[config.mk]
export PLATFORM = sky130hd
export DESIGN_NAME = tone_sequencer_flat
export DESIGN_NICKNAME = d
export VERILOG_FILES = /design/src/rtl/tone_sequencer_if.sv /design/src/rtl/tone_sequencer.sv /design/src/flat_wrapper.sv
export SDC_FILE = /design/constraint.sdc
export NUM_CORES = 1
export LEC_CHECK = 0
export CAP_MARGIN = 15
export CORE_MARGIN = 4
export CORE_UTILIZATION = 30
export CTS_CLUSTER_SIZE = 16
export DETAILED_ROUTE_END_ITERATION = 8
export PLACE_DENSITY = 0.52
export SLEW_MARGIN = 20
export SYNTH_ARGS = -nofsm -noshare
export SYNTH_HDL_FRONTEND = slang
export SYNTH_SLANG_ARGS = --single-unit
[constraint.sdc]
create_clock -name clk -period 4.8 [get_ports clk]
set_input_delay 1.44 -clock clk [delete_from_list [all_inputs] [get_ports clk]]
set_output_delay 1.44 -clock clk [all_outputs]
set_load 0.1 [all_outputs]
[src/rtl/tone_sequencer_if.sv]
// Bus bundle between the CPU-side Avalon-MM slave, the tone generator write port
// and the sequencer status/debug outputs.
interface tone_sequencer_if;
    // Handshake: s_write/s_read are single-cycle qualifiers that are always accepted
    // (no waitrequest); s_readdata is valid the cycle after s_read and held until the
    // next read; tg_write is a one-cycle strobe qualifying tg_writedata, which holds.
    logic [1:0]  s_address;
    logic        s_write;
    logic [31:0] s_writedata;
    logic        s_read;
    logic [31:0] s_readdata;
    logic [31:0] tg_writedata;
    logic        tg_write;
    logic        busy;
    logic        done;
    logic [2:0]  fsm_state;

    modport master (
        output s_address, s_write, s_writedata, s_read,
        input  s_readdata, tg_writedata, tg_write, busy, done, fsm_state
    );

    modport slave (
        input  s_address, s_write, s_writedata, s_read,
        output s_readdata, tg_writedata, tg_write, busy, done, fsm_state
    );
endinterface

[src/rtl/tone_sequencer.sv]
// Autonomous note player: plays a CPU-loaded (frequency, duration) table into a
// tone generator, with a silent gap between notes and optional looping.
module tone_sequencer #(
    parameter int FCLK   = 50_000_000,
    parameter int DEPTH  = 16,
    parameter int GAP_MS = 10
) (
    input logic             clk,
    input logic             reset_n,
    tone_sequencer_if.slave bus
);
    localparam int IW = $clog2(DEPTH);
    localparam int CW = IW + 1;
    localparam logic [31:0]   TICKS       = 32'(FCLK / 1000);
    localparam logic [31:0]   PRESC_START = (TICKS > 32'd1) ? 32'd1 : 32'd0;
    localparam logic [15:0]   GAP_T       = 16'(GAP_MS);
    localparam logic [CW-1:0] DEPTH_C     = CW'(DEPTH);

    localparam logic [2:0] S_IDLE = 3'd0;
    localparam logic [2:0] S_NOTE = 3'd1;
    localparam logic [2:0] S_HOLD = 3'd2;
    localparam logic [2:0] S_SIL  = 3'd3;
    localparam logic [2:0] S_GAP  = 3'd4;

    logic [2:0]    state_q, state_d;
    logic [IW-1:0] idx_q, idx_d;
    logic [CW-1:0] count_q, count_d;
    logic          ovf_q, ovf_d;
    logic          loop_q, loop_d;
    logic [31:0]   presc_q, presc_d;
    logic [15:0]   ms_q, ms_d;
    logic          done_q, done_d;
    logic          stop_wr_q, stop_wr_d;
    logic [31:0]   last_q, last_d;
    logic [31:0]   rdata_q, rdata_d;

    logic [15:0] freq_q [DEPTH];
    logic [15:0] dur_q  [DEPTH];

    logic          ctrl_wr, start_cmd, stop_cmd, push_cmd, clear_cmd, push_ok;
    logic          busy, tick, advance, wr_en;
    logic [31:0]   wr_data, tg_data_c, status;
    logic [15:0]   cur_freq, cur_dur, ms_inc;
    logic [CW-1:0] idx_next;

    // Stop has priority over start when both bits arrive in one CTRL write.
    assign ctrl_wr   = bus.s_write && (bus.s_address == 2'd0);
    assign stop_cmd  = ctrl_wr && bus.s_writedata[2];
    assign start_cmd = ctrl_wr && bus.s_writedata[0] && !bus.s_writedata[2];
    assign push_cmd  = bus.s_write && (bus.s_address == 2'd2);
    assign clear_cmd = bus.s_write && (bus.s_address == 2'd3);
    assign push_ok   = push_cmd && (count_q != DEPTH_C);

    assign busy     = (state_q != S_IDLE);
    assign tick     = (presc_q == TICKS - 32'd1);
    assign cur_freq = freq_q[idx_q];
    assign cur_dur  = dur_q[idx_q];
    assign ms_inc   = ms_q + 16'd1;
    assign idx_next = CW'(idx_q) + CW'(1);

    // The NOTE/SIL cycle counts as the first cycle of the following interval, so the
    // prescaler restarts at 1 and the interval spans exactly ms*TICKS cycles.
    always_comb begin
        state_d   = state_q;
        idx_d     = idx_q;
        loop_d    = loop_q;
        presc_d   = presc_q;
        ms_d      = ms_q;
        done_d    = 1'b0;
        stop_wr_d = 1'b0;
        wr_en     = 1'b0;
        wr_data   = 32'd0;
        advance   = 1'b0;
        case (state_q)
            S_IDLE: begin
                presc_d = 32'd0;
                ms_d    = 16'd0;
                if (start_cmd) begin
                    if (count_q != '0) begin
                        idx_d   = '0;
                        loop_d  = bus.s_writedata[1];
                        state_d = S_NOTE;
                    end else begin
                        done_d = 1'b1;
                    end
                end
            end
            S_NOTE: begin
                if (cur_dur == 16'd0) begin
                    advance = 1'b1;
                end else begin
                    wr_en   = 1'b1;
                    wr_data = {16'd0, cur_freq};
                    presc_d = PRESC_START;
                    ms_d    = 16'd0;
                    state_d = S_HOLD;
                end
            end
            S_HOLD: begin
                if (tick) begin
                    presc_d = 32'd0;
                    if (ms_inc >= cur_dur) state_d = S_SIL;
                    else                   ms_d    = ms_inc;
                end else begin
                    presc_d = presc_q + 32'd1;
                end
            end
            S_SIL: begin
                wr_en = 1'b1;
                if (GAP_T == 16'd0) begin
                    advance = 1'b1;
                end else begin
                    presc_d = PRESC_START;
                    ms_d    = 16'd0;
                    state_d = S_GAP;
                end
            end
            S_GAP: begin
                if (tick) begin
                    presc_d = 32'd0;
                    if (ms_inc >= GAP_T) advance = 1'b1;
                    else                 ms_d    = ms_inc;
                end else begin
                    presc_d = presc_q + 32'd1;
                end
            end
            default: state_d = S_IDLE;
        endcase

        if (advance) begin
            if (idx_next < count_q) begin
                idx_d   = idx_next[IW-1:0];
                state_d = S_NOTE;
            end else if (loop_q) begin
                idx_d   = '0;
                state_d = S_NOTE;
            end else begin
                done_d  = 1'b1;
                state_d = S_IDLE;
            end
        end

        if (busy && stop_cmd) begin
            state_d   = S_IDLE;
            stop_wr_d = 1'b1;
            done_d    = 1'b0;
        end
    end

    // Table bookkeeping: pushes append even while playing, clear only when idle.
    always_comb begin
        count_d = count_q;
        ovf_d   = ovf_q;
        if (push_cmd) begin
            if (push_ok) count_d = count_q + CW'(1);
            else         ovf_d   = 1'b1;
        end else if (clear_cmd && !busy) begin
            count_d = '0;
            ovf_d   = 1'b0;
        end
    end

    assign status    = {8'd0, 8'(idx_q), 3'd0, 9'(count_q), 2'd0, ovf_q, busy};
    assign tg_data_c = wr_en ? wr_data : (stop_wr_q ? 32'd0 : last_q);
    assign last_d    = tg_data_c;

    always_comb begin
        rdata_d = rdata_q;
        if (bus.s_read) rdata_d = (bus.s_address == 2'd1) ? status : 32'd0;
    end

    always_ff @(posedge clk or negedge reset_n) begin
        if (!reset_n) begin
            state_q   <= S_IDLE;
            idx_q     <= '0;
            count_q   <= '0;
            ovf_q     <= 1'b0;
            loop_q    <= 1'b0;
            presc_q   <= 32'd0;
            ms_q      <= 16'd0;
            done_q    <= 1'b0;
            stop_wr_q <= 1'b0;
            last_q    <= 32'd0;
            rdata_q   <= 32'd0;
        end else begin
            state_q   <= state_d;
            idx_q     <= idx_d;
            count_q   <= count_d;
            ovf_q     <= ovf_d;
            loop_q    <= loop_d;
            presc_q   <= presc_d;
            ms_q      <= ms_d;
            done_q    <= done_d;
            stop_wr_q <= stop_wr_d;
            last_q    <= last_d;
            rdata_q   <= rdata_d;
        end
    end

    always_ff @(posedge clk) begin
        if (push_ok) begin
            freq_q[count_q[IW-1:0]] <= bus.s_writedata[15:0];
            dur_q[count_q[IW-1:0]]  <= bus.s_writedata[31:16];
        end
    end

    assign bus.s_readdata   = rdata_q;
    assign bus.tg_writedata = tg_data_c;
    assign bus.tg_write     = wr_en || stop_wr_q;
    assign bus.busy         = busy;
    assign bus.done         = done_q;
    assign bus.fsm_state    = state_q;
endmodule

[src/flat_wrapper.sv]
// flat-port wrapper written by rule: the top's interface ports become plain ports
module tone_sequencer_flat 
#(
    parameter int FCLK   = 50_000_000,
    parameter int DEPTH  = 16,
    parameter int GAP_MS = 10
)
  (clk, reset_n, bus_s_address, bus_s_write, bus_s_writedata, bus_s_read, bus_s_readdata, bus_tg_writedata, bus_tg_write, bus_busy, bus_done, bus_fsm_state);
  tone_sequencer_if bus_i ();
  input logic clk;
  input logic reset_n;
  input wire logic [$bits(bus_i.s_address)-1:0] bus_s_address;
  input wire logic [$bits(bus_i.s_write)-1:0] bus_s_write;
  input wire logic [$bits(bus_i.s_writedata)-1:0] bus_s_writedata;
  input wire logic [$bits(bus_i.s_read)-1:0] bus_s_read;
  output wire logic [$bits(bus_i.s_readdata)-1:0] bus_s_readdata;
  output wire logic [$bits(bus_i.tg_writedata)-1:0] bus_tg_writedata;
  output wire logic [$bits(bus_i.tg_write)-1:0] bus_tg_write;
  output wire logic [$bits(bus_i.busy)-1:0] bus_busy;
  output wire logic [$bits(bus_i.done)-1:0] bus_done;
  output wire logic [$bits(bus_i.fsm_state)-1:0] bus_fsm_state;
  assign bus_i.s_address = bus_s_address;
  assign bus_i.s_write = bus_s_write;
  assign bus_i.s_writedata = bus_s_writedata;
  assign bus_i.s_read = bus_s_read;
  assign bus_s_readdata = bus_i.s_readdata;
  assign bus_tg_writedata = bus_i.tg_writedata;
  assign bus_tg_write = bus_i.tg_write;
  assign bus_busy = bus_i.busy;
  assign bus_done = bus_i.done;
  assign bus_fsm_state = bus_i.fsm_state;
  tone_sequencer #(.FCLK(FCLK), .DEPTH(DEPTH), .GAP_MS(GAP_MS)) u_core (.clk(clk), .reset_n(reset_n), .bus(bus_i));
endmodule
==> results of run 1 <==
-- report_power, final --
part / total, mW / switching (mW) / leakage [nW] / internal (mW)
Combinational: 3.73 / 2.08 / 3.95 / 1.65
Clock: 5.13 / 2.17 / 1.06 / 2.97
Sequential: 6.08 / 0.116 / 6.07 / 5.96
Total: 14.9 / 4.36 / 11.1 / 10.6
-- area by class of cell --
class / instances / area [sq um]
Fill cell: 7694 / 52340
Sequential cell: 619 / 18060
Multi-Input combinational cell: 726 / 7457
Timing Repair Buffer: 183 / 2237
Clock buffer: 97 / 1862
Tap cell: 1134 / 1419
Clock inverter: 28 / 346.6
Inverter: 56 / 220.2
Antenna cell: 2 / 5.005
-- cell families (layout without fill, tap and decap cells) --
kind of cell | count (synthesis) | after routing | share of synthesized area [%]
flops | 619 | 619 | 70.81
simple gates | 287 | 287 | 5.825
compound gates | 211 | 211 | 5.963
mux | 163 | 163 | 12.74
buf+inv | 151 | 364 | 2.729
fa+ha+maj | 28 | 28 | 1.374
xor+xnor | 16 | 16 | 0.5497
other cells | 1 | 23 | 0.01471
-- timing repair --
item / in CTS / in global routing
gates cloned: 4 / 1
hold buffers: 0 / 0
buffers inserted: 19 / 6
pin swaps: 24 / 13
gates resized for setup: 43 / 23
setup endpoints to repair: 33 / 33
-- through the flow --
step	instances	utilization, %	hold WS, ps
6_report	2845	37.65	498.6
5_1_grt	2843	37.64	520.3
4_1_cts	2838	37.51	503.4
3_5_place_dp	2691	34.39	490.1
3_3_place_gp	2691	34.39	479.0
2_1_floorplan	1496	-	461.1
-- cell usage after synthesis (8+ instances only) --
cell type                   instances
sky130_fd_sc_hd__o2bb2ai_1         19
sky130_fd_sc_hd__nor3_1            26
sky130_fd_sc_hd__a21oi_1           13
sky130_fd_sc_hd__nand3_1           28
sky130_fd_sc_hd__clkbuf_1          48
sky130_fd_sc_hd__o21ai_0           53
sky130_fd_sc_hd__nand4_1           18
sky130_fd_sc_hd__buf_2             13
sky130_fd_sc_hd__and2_1            32
sky130_fd_sc_hd__nor2_1            42
sky130_fd_sc_hd__a221oi_1          19
sky130_fd_sc_hd__o22ai_1            9
sky130_fd_sc_hd__mux2i_1           32
sky130_fd_sc_hd__a22oi_1            9
sky130_fd_sc_hd__dfrtp_1          107
sky130_fd_sc_hd__and3_1            10
sky130_fd_sc_hd__edfxtp_1         512
sky130_fd_sc_hd__a21o_1            28
sky130_fd_sc_hd__xor2_1             9
sky130_fd_sc_hd__nor2b_1            8
sky130_fd_sc_hd__ha_1              28
sky130_fd_sc_hd__a22o_1            23
sky130_fd_sc_hd__mux4_2           129
sky130_fd_sc_hd__inv_1             54
sky130_fd_sc_hd__nor4_1             9
sky130_fd_sc_hd__buf_4             24
sky130_fd_sc_hd__nand2_1           78
-- critical path, stage by stage (launching register included) --
cell and delay (ps):
sky130_fd_sc_hd__dfrtp_4 500, sky130_fd_sc_hd__buf_12 160, sky130_fd_sc_hd__buf_12 150, sky130_fd_sc_hd__buf_6 140
sky130_fd_sc_hd__mux2i_1 260, sky130_fd_sc_hd__a221oi_1 160, sky130_fd_sc_hd__o21ai_0 260, sky130_fd_sc_hd__nand4_1 210
sky130_fd_sc_hd__nor4_4 370, sky130_fd_sc_hd__buf_4 210, sky130_fd_sc_hd__nand2_1 150, sky130_fd_sc_hd__nand3_4 170
sky130_fd_sc_hd__buf_12 200, sky130_fd_sc_hd__o2bb2ai_4 100, sky130_fd_sc_hd__buf_12 170
-- per-layer routing --
metal	wire, um	part of all wire [%]
met3	3726	5.8
met5	37	0.057
met1	28390	44
met4	1106	1.7
met2	31200	48
-- how the worst min path moves through the flow --
stage                     slack (ps)                end  depth (start not counted)
after floorplan                  460      u_core.loop_q                          2
after global placement           480  u_core.presc_q[9]                          1
after detailed placement         490  u_core.presc_q[9]                          1
after CTS                        500  u_core.presc_q[9]                          1
after global routing             520  u_core.last_q[23]                          1
final                            500      u_core.loop_q                          2
-- state kept, by name (all words and copies together) (netlist names) --
register	flops
u_core.dur_q	256
u_core.freq_q	256
u_core.last_q	32
u_core.presc_q	32
u_core.ms_q	16
u_core.bus.s_readdata	11
u_core.count_q	5
u_core.idx_q	4
u_core.bus.fsm_state	3
u_core.bus.done	1
u_core.loop_q	1
u_core.ovf_q	1
u_core.stop_wr_q	1
==> impl_metrics.env, run 1 <==
export IMPL_run_status="complete, but fails checks"
export IMPL_failed_checks="setup timing"
export IMPL_drt_wirelength_per_cell_um=22.66
export IMPL_worst_pin_slew_ps=1084
export IMPL_clock_insertion_delay_worst_skew_ps=620
export IMPL_finalSetupTns_ps=-16030
export IMPL_finalSetupViolCount=33
export IMPL_timing_hold_worst_class="flip-flop to flip-flop"
export IMPL_worstSetupStartpoint="u_core.idx_q[0]"
export IMPL_yosys_area_top_type_share_pct=60.30
export IMPL_initial_antenna_violation_count=5
export IMPL_max_vdd_ir_drop_mv=0.3360
export IMPL_max_cap_viol_count=0
export IMPL_dieArea_sq_mm=0.08972
export IMPL_post_synth_main_area_contributors="sky130_fd_sc_hd__edfxtp_1 (60%), sky130_fd_sc_hd__mux4_2 (11%), sky130_fd_sc_hd__dfrtp_1 (11%), sky130_fd_sc_hd__ha_1 (1.4%), sky130_fd_sc_hd__mux2i_1 (1.3%)"
export IMPL_drt_first_pass_iters=5
export IMPL_worstPathRequired_ps=3360
export IMPL_synthToLayoutAreaGrowth_pct=23.98
export IMPL_synth_yosys_seq_area_share_pct=70.81
export IMPL_drive_above_1_share_pct=26.39
export IMPL_tritoncts_clock_tree="done"
export IMPL_clock_tree_htree_level_count=3
export IMPL_hold_path_startpoint="u_core.loop_q"
export IMPL_rr_endpoint="u_core.ms_q[0]"
export IMPL_gr_total_overflow=0
export IMPL_synth_seq_cells=619
export IMPL_timing_limited_maximum_frequency_ghz=0.1881
export IMPL_post_layout_total_power_mw=14.93
export IMPL_final_max_slew_violation_count=0
export IMPL_detail_route_antenna_nets=0
export IMPL_numPortBuffers=86
export IMPL_layout_worst_path_cycle_share_pct=110.8
export IMPL_floorplan_core_area_sq_mm=0.08395
export IMPL_final_min_clock_period_ps=5316
export IMPL_post_synth_num_cell_types=70
export IMPL_detail_route_drc_violations=0
export IMPL_rr_worst_depth=15
export IMPL_avgViaCountPerCell=4.931
export IMPL_globalRouteMet2Util_pct=23.29
export IMPL_cts_root_buffer_cell="sky130_fd_sc_hd__clkbuf_16"
export IMPL_start_util_pct=30.37
export IMPL_grt_use_met3_pct=3.013
export IMPL_floorplan_io_pins=108
export IMPL_r2r_start="u_core.idx_q[0]"
export IMPL_critPathMaxFanout=10
export IMPL_die_width_um=299.5
export IMPL_final_setup_skew_ps=35.26
export IMPL_numClockSinks=619
export IMPL_synth_edf_count=512
export IMPL_groute_layer_met1_usage_pct=19.48
export IMPL_finalWirelength_mm=64.47
export IMPL_placed_area_sq_mm=0.02887
export IMPL_cts_buffer_depth=3
export IMPL_grt_busiest_layer="met2"
export IMPL_setup_ws_ps=-516.3
export IMPL_per_instance_average_area_after_synthesis_sq_um=17.27
export IMPL_final_stage_net_count=1721
export IMPL_timing_slew_headroom_pct=27.51
export IMPL_yosysTopAreaCell="sky130_fd_sc_hd__edfxtp_1"
export IMPL_commonest_non_fill_non_tap_cell_in_the_layout="sky130_fd_sc_hd__edfxtp_1"
export IMPL_iteration_0_drc_markers=1015
export IMPL_postSynth_asyncResetShare_pct=17.29
export IMPL_rsz0062_at_grt="true"
export IMPL_cts_buffers_inserted=69
export IMPL_gpl_final_weighted_congestion=0.7567
export IMPL_pwr_density_cell_mw_per_mm2=472.4
export IMPL_groute_usage_overall_pct=14.17
export IMPL_total_leakage_power_nw=11.07
export IMPL_timing_setup_critical_path_class="flip-flop to primary output"
export IMPL_postLayoutCellArea_sq_mm=0.03161
export IMPL_route_vias_total=14028
export IMPL_ys_flop_type="sky130_fd_sc_hd__edfxtp_1"
export IMPL_clk_transition_reported_paths_ps=60
export IMPL_dp_final_hpwl_mm=38.05
export IMPL_crit_path_start_kind="flip-flop"
export IMPL_grt_pass1_vias=14396
export IMPL_critical_path_endpoint_type="primary output"
export IMPL_layout_common_cells="sky130_fd_sc_hd__edfxtp_1 (512), sky130_fd_sc_hd__mux4_2 (129), sky130_fd_sc_hd__dfrtp_1 (103)"
export IMPL_first_pass_grt_wire_length_mm=94.76
export IMPL_yosys_warnings=0
export IMPL_hold_viol_final=0
export IMPL_rows=106
export IMPL_grt_max_degree=65
export IMPL_setup_reg_to_reg_worst_slack_ps=640
export IMPL_post_place_ws_ps=-209.3
export IMPL_netlist_area_sq_mm=0.02550
export IMPL_netlist_instances=1476
export IMPL_critical_path_endpoint="bus_tg_writedata[6]"
export IMPL_die_y_extent_um=299.5
export IMPL_arrival_ps=3880
Note: power is estimated with default switching activity, not from simulation.
==> run 2: changes to the inputs <==
--- a/config.mk
+++ b/config.mk
@@ -10,7 +10,9 @@
 export CORE_UTILIZATION = 30
 export CTS_CLUSTER_SIZE = 16
 export DETAILED_ROUTE_END_ITERATION = 8
+export GPL_TIMING_DRIVEN = 1
 export PLACE_DENSITY = 0.52
+export REMOVE_ABC_BUFFERS = 1
 export SLEW_MARGIN = 20
 export SYNTH_ARGS = -nofsm -noshare
 export SYNTH_HDL_FRONTEND = slang
==> run 2 against run 1 <==
Clock power decreased by 4%. The run still ends with setup timing left. Global-route usage grew 0.16 points. Critical endpoint is now bus_tg_writedata[28]. Cell area rose by 0.45%. Largest cell class unchanged. Largest power group unchanged.
==> impl_metrics.env, run 2 (same netlist as run 1, synthesis figures left out) <==
export IMPL_timing_slew_headroom_pct=30.76
export IMPL_max_vdd_ir_drop_mv=0.2620
export IMPL_failed_checks="setup timing"
export IMPL_numClockSinks=619
export IMPL_hold_buffers=0
export IMPL_cts_root_buffer_cell="sky130_fd_sc_hd__clkbuf_16"
export IMPL_grt_max_degree=61
export IMPL_seq_power_share_pct=41.0
export IMPL_iteration_0_drc_markers=1266
export IMPL_p_sw_mw=4.289
export IMPL_cts_buffers_inserted=67
export IMPL_gpl_final_weighted_congestion=0.7562
export IMPL_crit_path_start_kind="flip-flop"
export IMPL_route_vias_total=14179
export IMPL_power_share_clock_pct=33.5
export IMPL_post_layout_total_power_mw=14.81
export IMPL_die_width_um=299.5
export IMPL_dieArea_sq_mm=0.08972
export IMPL_initial_antenna_violation_count=3
export IMPL_timing_limited_maximum_frequency_ghz=0.1885
export IMPL_dp_final_hpwl_mm=37.48
export IMPL_p_comb_share_pct=25.5
export IMPL_tritoncts_clock_tree="done"
export IMPL_clock_tree_htree_level_count=3
export IMPL_rsz0062_at_grt="true"
export IMPL_drive_above_1_share_pct=27.45
export IMPL_cts_buffer_depth=3
export IMPL_clk_transition_reported_paths_ps=60
export IMPL_total_leakage_power_nw=11.21
export IMPL_detail_route_antenna_nets=0
export IMPL_die_y_extent_um=299.5
export IMPL_final_setup_skew_ps=13.49
export IMPL_hold_viol_final=0
export IMPL_pwr_density_cell_mw_per_mm2=466.3
export IMPL_final_core_util_pct=37.82
export IMPL_critical_path_endpoint_type="primary output"
export IMPL_worst_pin_slew_ps=1035
export IMPL_layout_common_cells="sky130_fd_sc_hd__edfxtp_1 (512), sky130_fd_sc_hd__mux4_2 (129), sky130_fd_sc_hd__dfrtp_1 (103)"
export IMPL_start_util_pct=30.37
export IMPL_avgViaCountPerCell=4.959
export IMPL_timing_hold_worst_class="flip-flop to flip-flop"
export IMPL_drt_wirelength_per_cell_um=22.89
export IMPL_detail_route_drc_violations=0
export IMPL_final_min_clock_period_ps=5305
export IMPL_place_inst=2705
export IMPL_worstPathRequired_ps=3360
export IMPL_floorplan_core_area_sq_mm=0.08395
export IMPL_final_cells=2859
export IMPL_grt_pass1_vias=14390
export IMPL_arrival_ps=3870
export IMPL_cellInternalPower_mw=10.52
export IMPL_groute_usage_overall_pct=14.32
export IMPL_max_cap_viol_count=0
export IMPL_final_max_slew_violation_count=0
export IMPL_synthToLayoutAreaGrowth_pct=24.54
export IMPL_critPathMaxFanout=8
export IMPL_numPortBuffers=86
export IMPL_setup_ws_ps=-505.4
export IMPL_finalWirelength_mm=65.43
export IMPL_layout_worst_path_cycle_share_pct=110.5
export IMPL_clock_insertion_delay_worst_skew_ps=600
export IMPL_post_place_ws_ps=-261.8
export IMPL_postLayoutCellArea_sq_mm=0.03175
export IMPL_gr_total_overflow=0
export IMPL_placed_area_sq_mm=0.02876
export IMPL_swShare_pct=28.97
export IMPL_floorplan_io_pins=108
export IMPL_drt_first_pass_iters=5
export IMPL_rows=106
export IMPL_final_stage_net_count=1741
export IMPL_run_status="complete, but fails checks"
export IMPL_finalSetupViolCount=33
export IMPL_commonest_non_fill_non_tap_cell_in_the_layout="sky130_fd_sc_hd__edfxtp_1"
export IMPL_first_pass_grt_wire_length_mm=96.08
export IMPL_timing_setup_critical_path_class="flip-flop to primary output"
## run 2: final timing paths
check                                   from              endpoint  slack, ps  cells past startpoint
setup / recovery             u_core.idx_q[0]  bus_tg_writedata[28]       -510                     13
min in group asynchronous            reset_n     u_core.last_q[18]        940                      1
setup reg to reg             u_core.idx_q[3]        u_core.ms_q[0]        520                     14
max in group asynchronous            reset_n       u_core.idx_q[0]       3010                      2
hold reg to reg            u_core.presc_q[9]     u_core.presc_q[9]        500                      1
hold / removal             u_core.presc_q[9]     u_core.presc_q[9]        500                      1
## run 2: metal layers
metal  vias to the layer above  global-route usage [%]  wire length (um)
li1                       6236                       -                 -
met1                      7433                   20.44             29910
met2                       411                   22.91             30690
met3                        97                   2.484              3472
met4                         2                   3.451              1347
met5                         -                       0                20
## run 2: power by group through the flow
stage                     Combinational (mW)  Sequential [mW]  Clock, mW
final                                   3.78             6.07       4.95
after global routing                    4.03             6.08       5.33
after CTS                               3.64             6.06       5.10
after detailed placement                3.39             6.15          0
after global placement                  3.38             6.15          0
after floorplan                         2.06             6.47          0
## run 2: cell type report
cell class,count,area (sq um)
antenna,2,5.005
clock buffer,88,1838
clock inverter,29,256.5
fill,7626,52200
inverter,56,212.7
multi-input combinational,726,7386
sequential,619,18060
tap,1134,1419
timing repair buffer,205,2572
## run 2: per-stage QoR
step	setup TNS, ps	hold WS [ps]
after floorplan	-545080	461.0
after global placement	-6353	478.2
after detailed placement	-7463	493.2
after CTS	-17530	502.9
after global routing	-19510	522.9
final	-15570	504.6
## run 2: critical path, stage by stage, from the launching register on
cell                      delay [ps]
sky130_fd_sc_hd__dfrtp_4         460
sky130_fd_sc_hd__buf_12          140
sky130_fd_sc_hd__buf_12          120
sky130_fd_sc_hd__buf_4           160
sky130_fd_sc_hd__mux4_2          510
sky130_fd_sc_hd__a22oi_2         240
sky130_fd_sc_hd__nand3_2         170
sky130_fd_sc_hd__nor4_4          400
sky130_fd_sc_hd__a31oi_4         160
sky130_fd_sc_hd__a21oi_4         200
sky130_fd_sc_hd__buf_12          160
sky130_fd_sc_hd__buf_16          170
sky130_fd_sc_hd__and2_4          180
sky130_fd_sc_hd__buf_12          170
## run 2: repair_timing
item	4_1_cts	5_1_grt
gates cloned	3	3
gates resized for setup	60	25
setup buffers	17	15
hold endpoints to repair	0	0
endpoints found under the setup margin	33	33
pin swaps	15	14
==> run 3: changes to the inputs <==
--- a/config.mk
+++ b/config.mk
@@ -6,10 +6,12 @@
 export NUM_CORES = 1
 export LEC_CHECK = 0
 export CAP_MARGIN = 15
+export CORE_ASPECT_RATIO = 0.75
 export CORE_MARGIN = 4
 export CORE_UTILIZATION = 30
 export CTS_CLUSTER_SIZE = 16
 export DETAILED_ROUTE_END_ITERATION = 8
+export GPL_ROUTABILITY_DRIVEN = 0
 export GPL_TIMING_DRIVEN = 1
 export PLACE_DENSITY = 0.52
 export REMOVE_ABC_BUFFERS = 1
==> constraint.sdc (replaced) <==
create_clock -name clk -period 4.8 [get_ports clk]
set_input_delay 1.44 -clock clk [delete_from_list [all_inputs] [get_ports clk]]
set_output_delay 1.44 -clock clk [all_outputs]
set_load 0.05 [all_outputs]
==> run 3 against run 2 <==
The flow still finishes with violations (setup timing). Final cell count shrank 0.10%. Flip-flop and latch count is the same. Die area is essentially flat. Register-to-register slack gained 80 ps. Clock power shrank 3%. Maximum frequency shrank 1.2%. Hold slack lost 8.0 ps. Worst setup slack lost 63 ps. Combinational power shrank 15%. First-iteration DRC count shrank 9.7%.
==> impl_metrics.env, run 3 (same netlist as run 1, synthesis figures left out) <==
export IMPL_dieArea_sq_mm=0.08976
export IMPL_placed_area_sq_mm=0.02856
export IMPL_whs_path_depth=1
export IMPL_groute_usage_overall_pct=14.42
export IMPL_initial_antenna_violation_count=4
export IMPL_r2r_start="u_core.idx_q[0]"
export IMPL_arrival_ps=3930
export IMPL_timing_slew_headroom_pct=35.29
export IMPL_dp_final_hpwl_mm=37.27
export IMPL_final_core_util_pct=37.25
export IMPL_setup_reg_to_reg_worst_slack_ps=600
export IMPL_failed_checks="setup timing"
export IMPL_final_min_clock_period_ps=5369
export IMPL_layout_common_cells="sky130_fd_sc_hd__edfxtp_1 (512), sky130_fd_sc_hd__mux4_2 (129), sky130_fd_sc_hd__dfrtp_1 (103)"
export IMPL_timing_hold_worst_class="flip-flop to flip-flop"
export IMPL_drt_wirelength_per_cell_um=22.49
export IMPL_hold_path_startpoint="u_core.last_q[15]"
export IMPL_path_cells="buf_6 > mux4_2 > a22o_4 > a221oi_4 > and4_4 > nor3b_2 > buf_4 > a31oi_4 > a21oi_4 > buf_12 > buf_12 > buf_12 > o2bb2ai_4 > buf_6"
export IMPL_total_leakage_power_nw=11.09
export IMPL_finalWirelength_mm=64.23
export IMPL_cts_buffer_depth=3
export IMPL_commonest_non_fill_non_tap_cell_in_the_layout="sky130_fd_sc_hd__edfxtp_1"
export IMPL_rr_endpoint="u_core.ms_q[0]"
export IMPL_hold_buffers=0
export IMPL_drive_above_1_share_pct=27.01
export IMPL_postLayoutCellArea_sq_mm=0.03135
export IMPL_max_vdd_ir_drop_mv=0.2694
export IMPL_hold_end="u_core.last_q[15]"
export IMPL_first_pass_grt_wire_length_mm=95.63
export IMPL_worstSetupStartpoint="u_core.idx_q[0]"
export IMPL_final_setup_skew_ps=16.52
export IMPL_die_width_um=344.6
export IMPL_final_stage_net_count=1744
export IMPL_pwr_density_cell_mw_per_mm2=450.2
export IMPL_max_stage_delay_ps=520
export IMPL_clk_transition_reported_paths_ps=60
export IMPL_rr_worst_depth=14
export IMPL_floorplan_core_area_sq_mm=0.08415
export IMPL_worst_pin_slew_ps=968.2
export IMPL_slowest_cp_cell="sky130_fd_sc_hd__dfrtp_4"
export IMPL_final_max_slew_violation_count=0
export IMPL_die_y_extent_um=260.5
export IMPL_start_util_pct=30.30
export IMPL_detail_route_antenna_nets=0
export IMPL_cts_root_buffer_cell="sky130_fd_sc_hd__clkbuf_16"
export IMPL_grt_pass1_vias=14289
export IMPL_timing_setup_critical_path_class="flip-flop to primary output"
export IMPL_detail_route_drc_violations=0
export IMPL_crit_path_start_kind="flip-flop"
export IMPL_clock_insertion_delay_worst_skew_ps=600
export IMPL_rsz0062_at_grt="true"
export IMPL_critical_path_endpoint_type="primary output"
export IMPL_post_place_ws_ps=-206.5
export IMPL_gr_total_overflow=0
export IMPL_cpMostUsedCell="sky130_fd_sc_hd__buf_12"
export IMPL_synthToLayoutAreaGrowth_pct=22.94
export IMPL_drt_first_pass_iters=5
export IMPL_max_cap_viol_count=0
export IMPL_cts_buffers_inserted=67
export IMPL_worstPathRequired_ps=3360
export IMPL_finalSetupViolCount=33
export IMPL_critPathMaxFanout=7
export IMPL_numPortBuffers=86
export IMPL_avgViaCountPerCell=4.925
export IMPL_numClockSinks=619
export IMPL_grt_max_degree=47
export IMPL_layout_worst_path_cycle_share_pct=111.8
export IMPL_setup_ws_ps=-568.5
export IMPL_timing_limited_maximum_frequency_ghz=0.1863
export IMPL_route_vias_total=14065
export IMPL_rows=92
export IMPL_iteration_0_drc_markers=1143
export IMPL_run_status="complete, but fails checks"
export IMPL_hold_viol_final=0
export IMPL_tritoncts_clock_tree="done"
export IMPL_clock_tree_htree_level_count=3
export IMPL_floorplan_io_pins=108
[run 3: cell count changes in the layout (fill, tap and decap cells not counted), sizes merged]
cell | before | now
bufinv | 3 | 2
buf | 150 | 155
clkinvlp | 0 | 2
bufbuf | 0 | 1
clkbuf | 91 | 84
clkinv | 26 | 28
diode | 2 | 3
[run 3: worst max-delay path: cells and delay by family (launching register included)]
family	cells	cell delay (ps)
AO/OA/AOI/OAI	5	930
buffers and inverters	6	890
flip-flops	1	520
multiplexers	1	500
AND/OR/NAND/NOR	2	450
[run 3: per-stage QoR]
stage / hold slack, ps / setup TNS (ps) / power [mW] / cells
6_report: 496.6 / -15870 / 14.11 / 2856
5_1_grt: 508.6 / -20610 / 14.76 / 2853
4_1_cts: 500.9 / -16250 / 14.31 / 2853
3_5_place_dp: 476.6 / -5069 / 9.055 / 2713
3_3_place_gp: 478.5 / -4724 / 9.032 / 2713
2_1_floorplan: 461.0 / -521120 / 8.253 / 1401
[run 3: final cells by class]
type,instances,area (sq um)
Timing Repair Buffer,208,2330
Clock inverter,32,206.4
Fill cell,7772,52800
Sequential cell,619,18060
Inverter,56,214.0
Antenna cell,3,7.507
Clock buffer,84,1803
Multi-Input combinational cell,726,7311
Tap cell,1128,1411
[run 3: worst max-delay path by stage]
stage                     slack (ps)  cells past startpoint                   end
final                           -570                     14  bus_tg_writedata[11]
after global routing            -710                     14  bus_tg_writedata[11]
after CTS                       -560                     14  bus_tg_writedata[11]
after detailed placement        -210                     11   bus_tg_writedata[7]
after global placement          -180                     11   bus_tg_writedata[2]
after floorplan                -5670                      8  bus_tg_writedata[16]
[run 3: where the power goes]
part	switching (mW)	internal, mW	total [mW]
Sequential	0.121	5.96	6.08
Combinational	1.69	1.52	3.21
Clock	2.06	2.76	4.82
Total	3.87	10.2	14.1
[run 3: per-layer routing]
layer / vias up / routed length [um] / track usage, % / share of wire [%]
li1: 6242 / - / - / -
met1: 7397 / 29650 / 20.54 / 46
met2: 334 / 29860 / 22.60 / 46
met3: 86 / 3423 / 3.195 / 5.3
met4: 6 / 1256 / 3.319 / 2.0
met5: - / 41 / 0 / 0.064
[run 3: repair_timing]
item / CTS / global route
pin swaps: 10 / 4
cloned: 4 / 0
setup buffers: 20 / 2
resized for setup: 89 / 11
hold endpoints to repair: 0 / 0
endpoints found under the setup margin: 33 / 33
